`src/rtl/mips_alu_sched_if.sv`:
```
// Bundle of the two requester channels, the ALU drive/return bus and the
// response channel. The master side is the issue logic, the ALU and the
// response consumer together. The slave side is the scheduler.
interface mips_alu_sched_if;
  logic        req0_valid;
  logic        req0_ready;
  logic [31:0] req0_ins;
  logic [31:0] req0_rega;
  logic [31:0] req0_regb;
  logic        req1_valid;
  logic        req1_ready;
  logic [31:0] req1_ins;
  logic [31:0] req1_rega;
  logic [31:0] req1_regb;
  logic [31:0] alu_ins;
  logic [31:0] alu_rega;
  logic [31:0] alu_regb;
  logic [31:0] alu_result;
  logic [2:0]  alu_flag;
  logic        rsp_valid;
  logic        rsp_ready;
  logic        rsp_id;
  logic [31:0] rsp_result;
  logic [2:0]  rsp_flag;

  modport master (
    output req0_valid, req0_ins, req0_rega, req0_regb,
    output req1_valid, req1_ins, req1_rega, req1_regb,
    input  req0_ready, req1_ready,
    input  alu_ins, alu_rega, alu_regb,
    output alu_result, alu_flag,
    input  rsp_valid, rsp_id, rsp_result, rsp_flag,
    output rsp_ready
  );

  modport slave (
    input  req0_valid, req0_ins, req0_rega, req0_regb,
    input  req1_valid, req1_ins, req1_rega, req1_regb,
    output req0_ready, req1_ready,
    output alu_ins, alu_rega, alu_regb,
    input  alu_result, alu_flag,
    output rsp_valid, rsp_id, rsp_result, rsp_flag,
    input  rsp_ready
  );
endinterface

```
`src/rtl/mips_alu_sched.sv`:
```
// Round-robin scheduler that shares one external combinational mips_alu
// between two requesters. An op is accepted, its operands are held on the
// ALU for ALU_LAT cycles, and then the result and flag are captured and
// returned with the id of the requester.
module mips_alu_sched #(
  parameter int unsigned ALU_LAT = 1,
  parameter int unsigned CNT_W   = 16
) (
  input  logic             clk,
  input  logic             rst_n,
  mips_alu_sched_if.slave  bus,
  output logic             busy,
  output logic [CNT_W-1:0] ops_done
);

  if (ALU_LAT < 1 || ALU_LAT > 15) begin : g_lat_check
    $error("mips_alu_sched: ALU_LAT must be within 1..15");
  end

  typedef enum logic [1:0] {IDLE, EXEC, RESP} state_t;

  state_t            state, state_nxt;
  logic              last_gnt;
  logic [3:0]        cnt;
  logic              gnt;
  logic              hs;
  logic [1:0]        vld;
  logic [1:0]        rdy;
  logic [1:0][31:0]  ins, rega, regb;

  logic [31:0]       alu_ins_q, alu_rega_q, alu_regb_q;
  logic              rsp_valid_q, rsp_id_q;
  logic [31:0]       rsp_result_q;
  logic [2:0]        rsp_flag_q;
  logic [CNT_W-1:0]  ops_q;

  assign vld  = {bus.req1_valid, bus.req0_valid};
  assign ins  = {bus.req1_ins,   bus.req0_ins};
  assign rega = {bus.req1_rega,  bus.req0_rega};
  assign regb = {bus.req1_regb,  bus.req0_regb};
  assign hs   = |rdy;

  // Arbitration: under a tie the requester not granted last time wins.
  always_comb gnt = (&vld) ? ~last_gnt : vld[1];

  // State register.
  always_ff @(posedge clk) begin
    if (!rst_n) state <= IDLE;
    else        state <= state_nxt;
  end

  // Next-state: accept, hold for the ALU latency, then wait for the consumer.
  always_comb begin
    state_nxt = state;
    case (state)
      IDLE:    if (hs) state_nxt = EXEC;
      EXEC:    if (cnt == 4'd0) state_nxt = RESP;
      RESP:    if (bus.rsp_ready) state_nxt = IDLE;
      default: state_nxt = IDLE;
    endcase
  end

  // Outputs: ready only in IDLE for the granted requester; nothing during reset.
  always_comb begin
    rdy = 2'b00;
    if (rst_n && state == IDLE) begin
      rdy[0] = vld[0] && !gnt;
      rdy[1] = vld[1] && gnt;
    end
    busy = (state != IDLE);
  end

  // Datapath: operand latch, settle counter, result capture, completion count.
  always_ff @(posedge clk) begin
    if (!rst_n) begin
      alu_ins_q    <= '0;
      alu_rega_q   <= '0;
      alu_regb_q   <= '0;
      rsp_valid_q  <= 1'b0;
      rsp_id_q     <= 1'b0;
      rsp_result_q <= '0;
      rsp_flag_q   <= '0;
      ops_q        <= '0;
      last_gnt     <= 1'b1;
      cnt          <= '0;
    end else begin
      case (state)
        IDLE: if (hs) begin
          alu_ins_q  <= ins[gnt];
          alu_rega_q <= rega[gnt];
          alu_regb_q <= regb[gnt];
          rsp_id_q   <= gnt;
          last_gnt   <= gnt;
          cnt        <= 4'(ALU_LAT - 1);
        end
        EXEC: begin
          if (cnt == 4'd0) begin
            rsp_result_q <= bus.alu_result;
            rsp_flag_q   <= bus.alu_flag;
            rsp_valid_q  <= 1'b1;
          end else begin
            cnt <= cnt - 4'd1;
          end
        end
        RESP: if (bus.rsp_ready) begin
          rsp_valid_q <= 1'b0;
          ops_q       <= ops_q + CNT_W'(1);
        end
        default: ;
      endcase
    end
  end

  assign bus.req0_ready = rdy[0];
  assign bus.req1_ready = rdy[1];
  assign bus.alu_ins    = alu_ins_q;
  assign bus.alu_rega   = alu_rega_q;
  assign bus.alu_regb   = alu_regb_q;
  assign bus.rsp_valid  = rsp_valid_q;
  assign bus.rsp_id     = rsp_id_q;
  assign bus.rsp_result = rsp_result_q;
  assign bus.rsp_flag   = rsp_flag_q;
  assign ops_done       = ops_q;

endmodule
```
`src/flat_wrapper.sv`:
```
// flat-port wrapper written by rule: the top's interface ports become plain ports
module mips_alu_sched_flat 
#(
  parameter int unsigned ALU_LAT = 1,
  parameter int unsigned CNT_W   = 16
)
  (clk, rst_n, busy, ops_done, bus_req0_valid, bus_req0_ins, bus_req0_rega, bus_req0_regb, bus_req1_valid, bus_req1_ins, bus_req1_rega, bus_req1_regb, bus_req0_ready, bus_req1_ready, bus_alu_ins, bus_alu_rega, bus_alu_regb, bus_alu_result, bus_alu_flag, bus_rsp_valid, bus_rsp_id, bus_rsp_result, bus_rsp_flag, bus_rsp_ready);
  mips_alu_sched_if bus_i ();
  input  logic clk;
  input  logic rst_n;
  output logic busy;
  output logic [CNT_W-1:0] ops_done;
  input wire logic [$bits(bus_i.req0_valid)-1:0] bus_req0_valid;
  input wire logic [$bits(bus_i.req0_ins)-1:0] bus_req0_ins;
  input wire logic [$bits(bus_i.req0_rega)-1:0] bus_req0_rega;
  input wire logic [$bits(bus_i.req0_regb)-1:0] bus_req0_regb;
  input wire logic [$bits(bus_i.req1_valid)-1:0] bus_req1_valid;
  input wire logic [$bits(bus_i.req1_ins)-1:0] bus_req1_ins;
  input wire logic [$bits(bus_i.req1_rega)-1:0] bus_req1_rega;
  input wire logic [$bits(bus_i.req1_regb)-1:0] bus_req1_regb;
  output wire logic [$bits(bus_i.req0_ready)-1:0] bus_req0_ready;
  output wire logic [$bits(bus_i.req1_ready)-1:0] bus_req1_ready;
  output wire logic [$bits(bus_i.alu_ins)-1:0] bus_alu_ins;
  output wire logic [$bits(bus_i.alu_rega)-1:0] bus_alu_rega;
  output wire logic [$bits(bus_i.alu_regb)-1:0] bus_alu_regb;
  input wire logic [$bits(bus_i.alu_result)-1:0] bus_alu_result;
  input wire logic [$bits(bus_i.alu_flag)-1:0] bus_alu_flag;
  output wire logic [$bits(bus_i.rsp_valid)-1:0] bus_rsp_valid;
  output wire logic [$bits(bus_i.rsp_id)-1:0] bus_rsp_id;
  output wire logic [$bits(bus_i.rsp_result)-1:0] bus_rsp_result;
  output wire logic [$bits(bus_i.rsp_flag)-1:0] bus_rsp_flag;
  input wire logic [$bits(bus_i.rsp_ready)-1:0] bus_rsp_ready;
  assign bus_i.req0_valid = bus_req0_valid;
  assign bus_i.req0_ins = bus_req0_ins;
  assign bus_i.req0_rega = bus_req0_rega;
  assign bus_i.req0_regb = bus_req0_regb;
  assign bus_i.req1_valid = bus_req1_valid;
  assign bus_i.req1_ins = bus_req1_ins;
  assign bus_i.req1_rega = bus_req1_rega;
  assign bus_i.req1_regb = bus_req1_regb;
  assign bus_req0_ready = bus_i.req0_ready;
  assign bus_req1_ready = bus_i.req1_ready;
  assign bus_alu_ins = bus_i.alu_ins;
  assign bus_alu_rega = bus_i.alu_rega;
  assign bus_alu_regb = bus_i.alu_regb;
  assign bus_i.alu_result = bus_alu_result;
  assign bus_i.alu_flag = bus_alu_flag;
  assign bus_rsp_valid = bus_i.rsp_valid;
  assign bus_rsp_id = bus_i.rsp_id;
  assign bus_rsp_result = bus_i.rsp_result;
  assign bus_rsp_flag = bus_i.rsp_flag;
  assign bus_i.rsp_ready = bus_rsp_ready;
  mips_alu_sched #(.ALU_LAT(ALU_LAT), .CNT_W(CNT_W)) u_core (.clk(clk), .rst_n(rst_n), .bus(bus_i), .busy(busy), .ops_done(ops_done));
endmodule
```
`config.mk`:
```
export PLATFORM = sky130hd
export DESIGN_NAME = mips_alu_sched_flat
export DESIGN_NICKNAME = d
export VERILOG_FILES = /design/src/rtl/mips_alu_sched_if.sv /design/src/rtl/mips_alu_sched.sv /design/src/flat_wrapper.sv
export SDC_FILE = /design/constraint.sdc
export NUM_CORES = 1
export LEC_CHECK = 0
export ABC_CLOCK_PERIOD_IN_PS = 1900
export CAP_MARGIN = 5
export CORE_AREA = 2 2 150 152
export DETAILED_ROUTE_END_ITERATION = 7
export DIE_AREA = 0 0 152 154
export PLACE_DENSITY = 0.69
export REMOVE_ABC_BUFFERS = 1
export SYNTH_ARGS = -nofsm -noshare
export SYNTH_HDL_FRONTEND = slang
export SYNTH_SLANG_ARGS = --single-unit
export TNS_END_PERCENT = 100
```
`constraint.sdc`:
```
create_clock -name clk -period 1.9 [get_ports clk]
set_input_delay 0.38 -clock clk [delete_from_list [all_inputs] [get_ports clk]]
set_output_delay 0.38 -clock clk [all_outputs]
set_load 0.005 [all_outputs]
```
==> impl_metrics.ini <==
[global_route]
grt_usage_pct = 19.8
grt_pass1_vias = 6659
gr-total-overflow = 0
grt_pass1_wl_mm = 36.8
antenna_found_initial = 1
grt_max_degree = 38

[clocking]
clk_pin_slew_worst_paths_ns = 0.07
root_buffer = clkbuf_16
cts_tree = done
cts_buffers = 17
insertion_delay_ns = 0.43
clockBufferDepth = 2
ctsHoldBuffers = 0
cts_max_level = 4
cts.sinks = 156

[drt]
drtAntennaViolNets = 0
dr.pass1.iters = 4
drt_iter0_drc = 213
wire_per_inst_um = 16.5
drcViolationCount = 0
avgViaCountPerCell = 4.67
wirelength_mm = 23.6
route.vias.total = 6678

[timing]
finalHoldViolations = 0
worst_pin_slew_ns = 0.397
relSlewSlack_pct = 73.5
setup_slack_ns = 0.0752
setup_viol = 0
rsz0062_at_grt = false
whs_ns = 0.453
min_period_over_period_pct = 96.0
fin_worst_skew_ns = 0.0127
fmax_ghz = 0.548
fin_crit_ns = 1.82
finalMaxSlewViolations = 0

[yosys]
synth_area_mm2 = 0.00714
postSynthAreaPerCell_um2 = 9.95
yosysWarningCount = 0
yosys.area.top_type_share_pct = 43.7
ys_types = 43
yosysTopAreaCell = dfxtp_1
ys_seq_area_share_pct = 43.7
syn_inst = 718
synth-seq-cells = 156
synth_top_flop_cell = dfxtp_1
synth_edf_count = 0
async_flop_share_pct = 0
synth_area_leaders = dfxtp_1 44%, a211oi_2 16%, mux2i_1 14%, nor2_1 6.0%, nand2_1 4.4%

[critical_path]
startpoint_type = flip-flop
worstSetupEndpointType = output pin
worstPathArrival_ns = 1.44
worstPathRequired_ns = 1.52
critical_path_class = flip-flop to output pin
path_max_fanout = 5

[worst_hold_path]
min_path_type = flip-flop to flip-flop

[floorplan]
die-width_um = 152
die_h_um = 154
fp.coreArea_mm2 = 0.0217
io_pins = 384
die_area_mm2 = 0.0234
start_util_pct = 32.9
fp-row-count = 54

[placed_design]
portBuffers = 383
dp_hpwl_mm = 18.5
gp_congestion = 0.777
post-place-ws_ns = -0.478

[cells_and_area]
fillers = 1926
register_area_mm2 = 0.00313
insertedDiodeCount = 0
area_growth_pct = 72.6
multiInputGateArea_mm2 = 0.00364
layout.nets = 1373
drive_gt1_share_pct = 18.3

[pwr]
powerDensity_mw_per_mm2 = 754
p_leak_nw = 4.57
ir_drop_mv = 0.555

[status]
outcome = completed

[run]
max_cap_viol_count = 0
==> critical path: stages, from the launching register on <==
cell	delay, ns
dfxtp_1	0.37
buf_4	0.16
clkdlybuf4s50_1	0.50
==> cell families (layout without fill, tap and decap cells) <==
logic type / after synthesis / count (layout) / synth area share [%]
fa+ha+maj: 3 / 3 / 0.525
buf+inv: 61 / 494 / 5.66
flops: 156 / 156 / 43.7
compound gates: 149 / 149 / 20.5
mux: 101 / 101 / 14.2
simple gates: 239 / 239 / 14.4
xor+xnor: 9 / 9 / 1.10
==> layer usage <==
metal | routed length [um] | vias to the layer above | share of wire [%] | global-route usage [%]
met1 | 9680 | 3061 | 41 | 22.8
met3 | 1640 | 20 | 7.0 | 6.20
met4 | 252 | 2 | 1.1 | 4.63
met5 | 10 | - | 0.042 | 0
li1 | - | 3369 | - | -
met2 | 12000 | 226 | 51 | 35.8
==> power by group <==
group,internal [W],switching (W),total (W)
Combinational,0.00142,0.000931,0.00235
Clock,0.00176,0.00153,0.00329
Sequential,0.00352,0.000131,0.00366
Total,0.00671,0.00259,0.00929
==> cell type report <==
type	instances	share of cell area, %
Inverter	5	0.193
Tap cell	280	2.84
Timing Repair Buffer	457	37.5
Multi-Input combinational cell	501	29.5
Clock buffer	18	3.56
Sequential cell	156	25.4
Clock inverter	14	1.00
==> synth_stat cells (2+ instances only) <==
library cell and instances:
xor2_1 3, nand4_1 3, o31ai_1 2, nand2_1 84, nand2b_1 5, inv_1 5
nor2_1 114, a211oi_2 90, dfxtp_1 156, buf_8 10, nand3_1 8, or3b_2 2
xnor2_1 6, or4_1 2, a21boi_0 2, a21oi_1 40, o21ai_0 3, and3_1 2
ha_1 3, nor4_1 3, mux2i_1 101, clkbuf_1 20, nor3_1 4, nor3b_1 2
a211oi_1 6, buf_4 12, buf_2 14
==> placed cells by master, fill, tap and decap left out, drive strengths merged, types with 2 or more instances in the layout <==
cell type	n
inv	14
nor3b	2
or4	2
nand4	4
dfxtp	156
nor4	3
ha	3
nor2	116
xnor2	6
o31ai	2
a21boi	2
nand2b	5
a211oi	96
clkinv	4
clkbuf	18
clkdlybuf4s50	379
o21ai	3
and3	2
xor2	3
nor3	4
nand2	84
mux2i	101
or3b	3
nand3	8
a21oi	40
buf	75
dlygate4sd2	3
==> metrics by stage <==
stage / instances / cell area [um2] / utilization (%) / setup TNS, ns / power [W]
finish: 1431 / 12300 / 56.9 / 0 / 0.00929
detailed placement: 1397 / 11700 / 54.1 / -34.05 / 0.00609
CTS: 1431 / 12300 / 56.9 / -0.0677 / 0.00942
global route: 1431 / 12300 / 56.9 / 0 / 0.00974
global placement: 1397 / 11700 / 54.1 / -30.59 / 0.00606
floorplan: 662 / 6760 / - / -1070.30 / 0.00483
==> what timing repair did <==
item | in CTS | in global routing
setup buffers | 2 | 0
pin swaps | 1 | 0
setup endpoints to repair | 3 | 2
cloned | 0 | 0
resized for setup | 13 | 3
==> path summary, 6_finish.rpt <==
path / startpoint / endpoint / slack, ns / cells after the start
setup / recovery: u_core.ops_done[3] / ops_done[3] / 0.08 / 2
setup reg to reg: u_core.state[1] / u_core.bus.alu_rega[30] / 0.16 / 7
hold / removal: u_core.bus.rsp_result[9] / u_core.bus.rsp_result[9] / 0.45 / 2
hold reg to reg: u_core.bus.rsp_result[9] / u_core.bus.rsp_result[9] / 0.45 / 2
==> flip-flops by register name, indices dropped and copies added (netlist names) <==
name	cells
u_core.bus.alu_regb	32
u_core.bus.alu_ins	32
u_core.bus.alu_rega	32
u_core.state	2
u_core.ops_done	16
u_core.bus.rsp_valid	1
u_core.bus.rsp_result	32
u_core.last_gnt	1
u_core.bus.rsp_id	1
u_core.cnt	4
u_core.bus.rsp_flag	3
No activity file was read; power rests on OpenSTA's default activity.
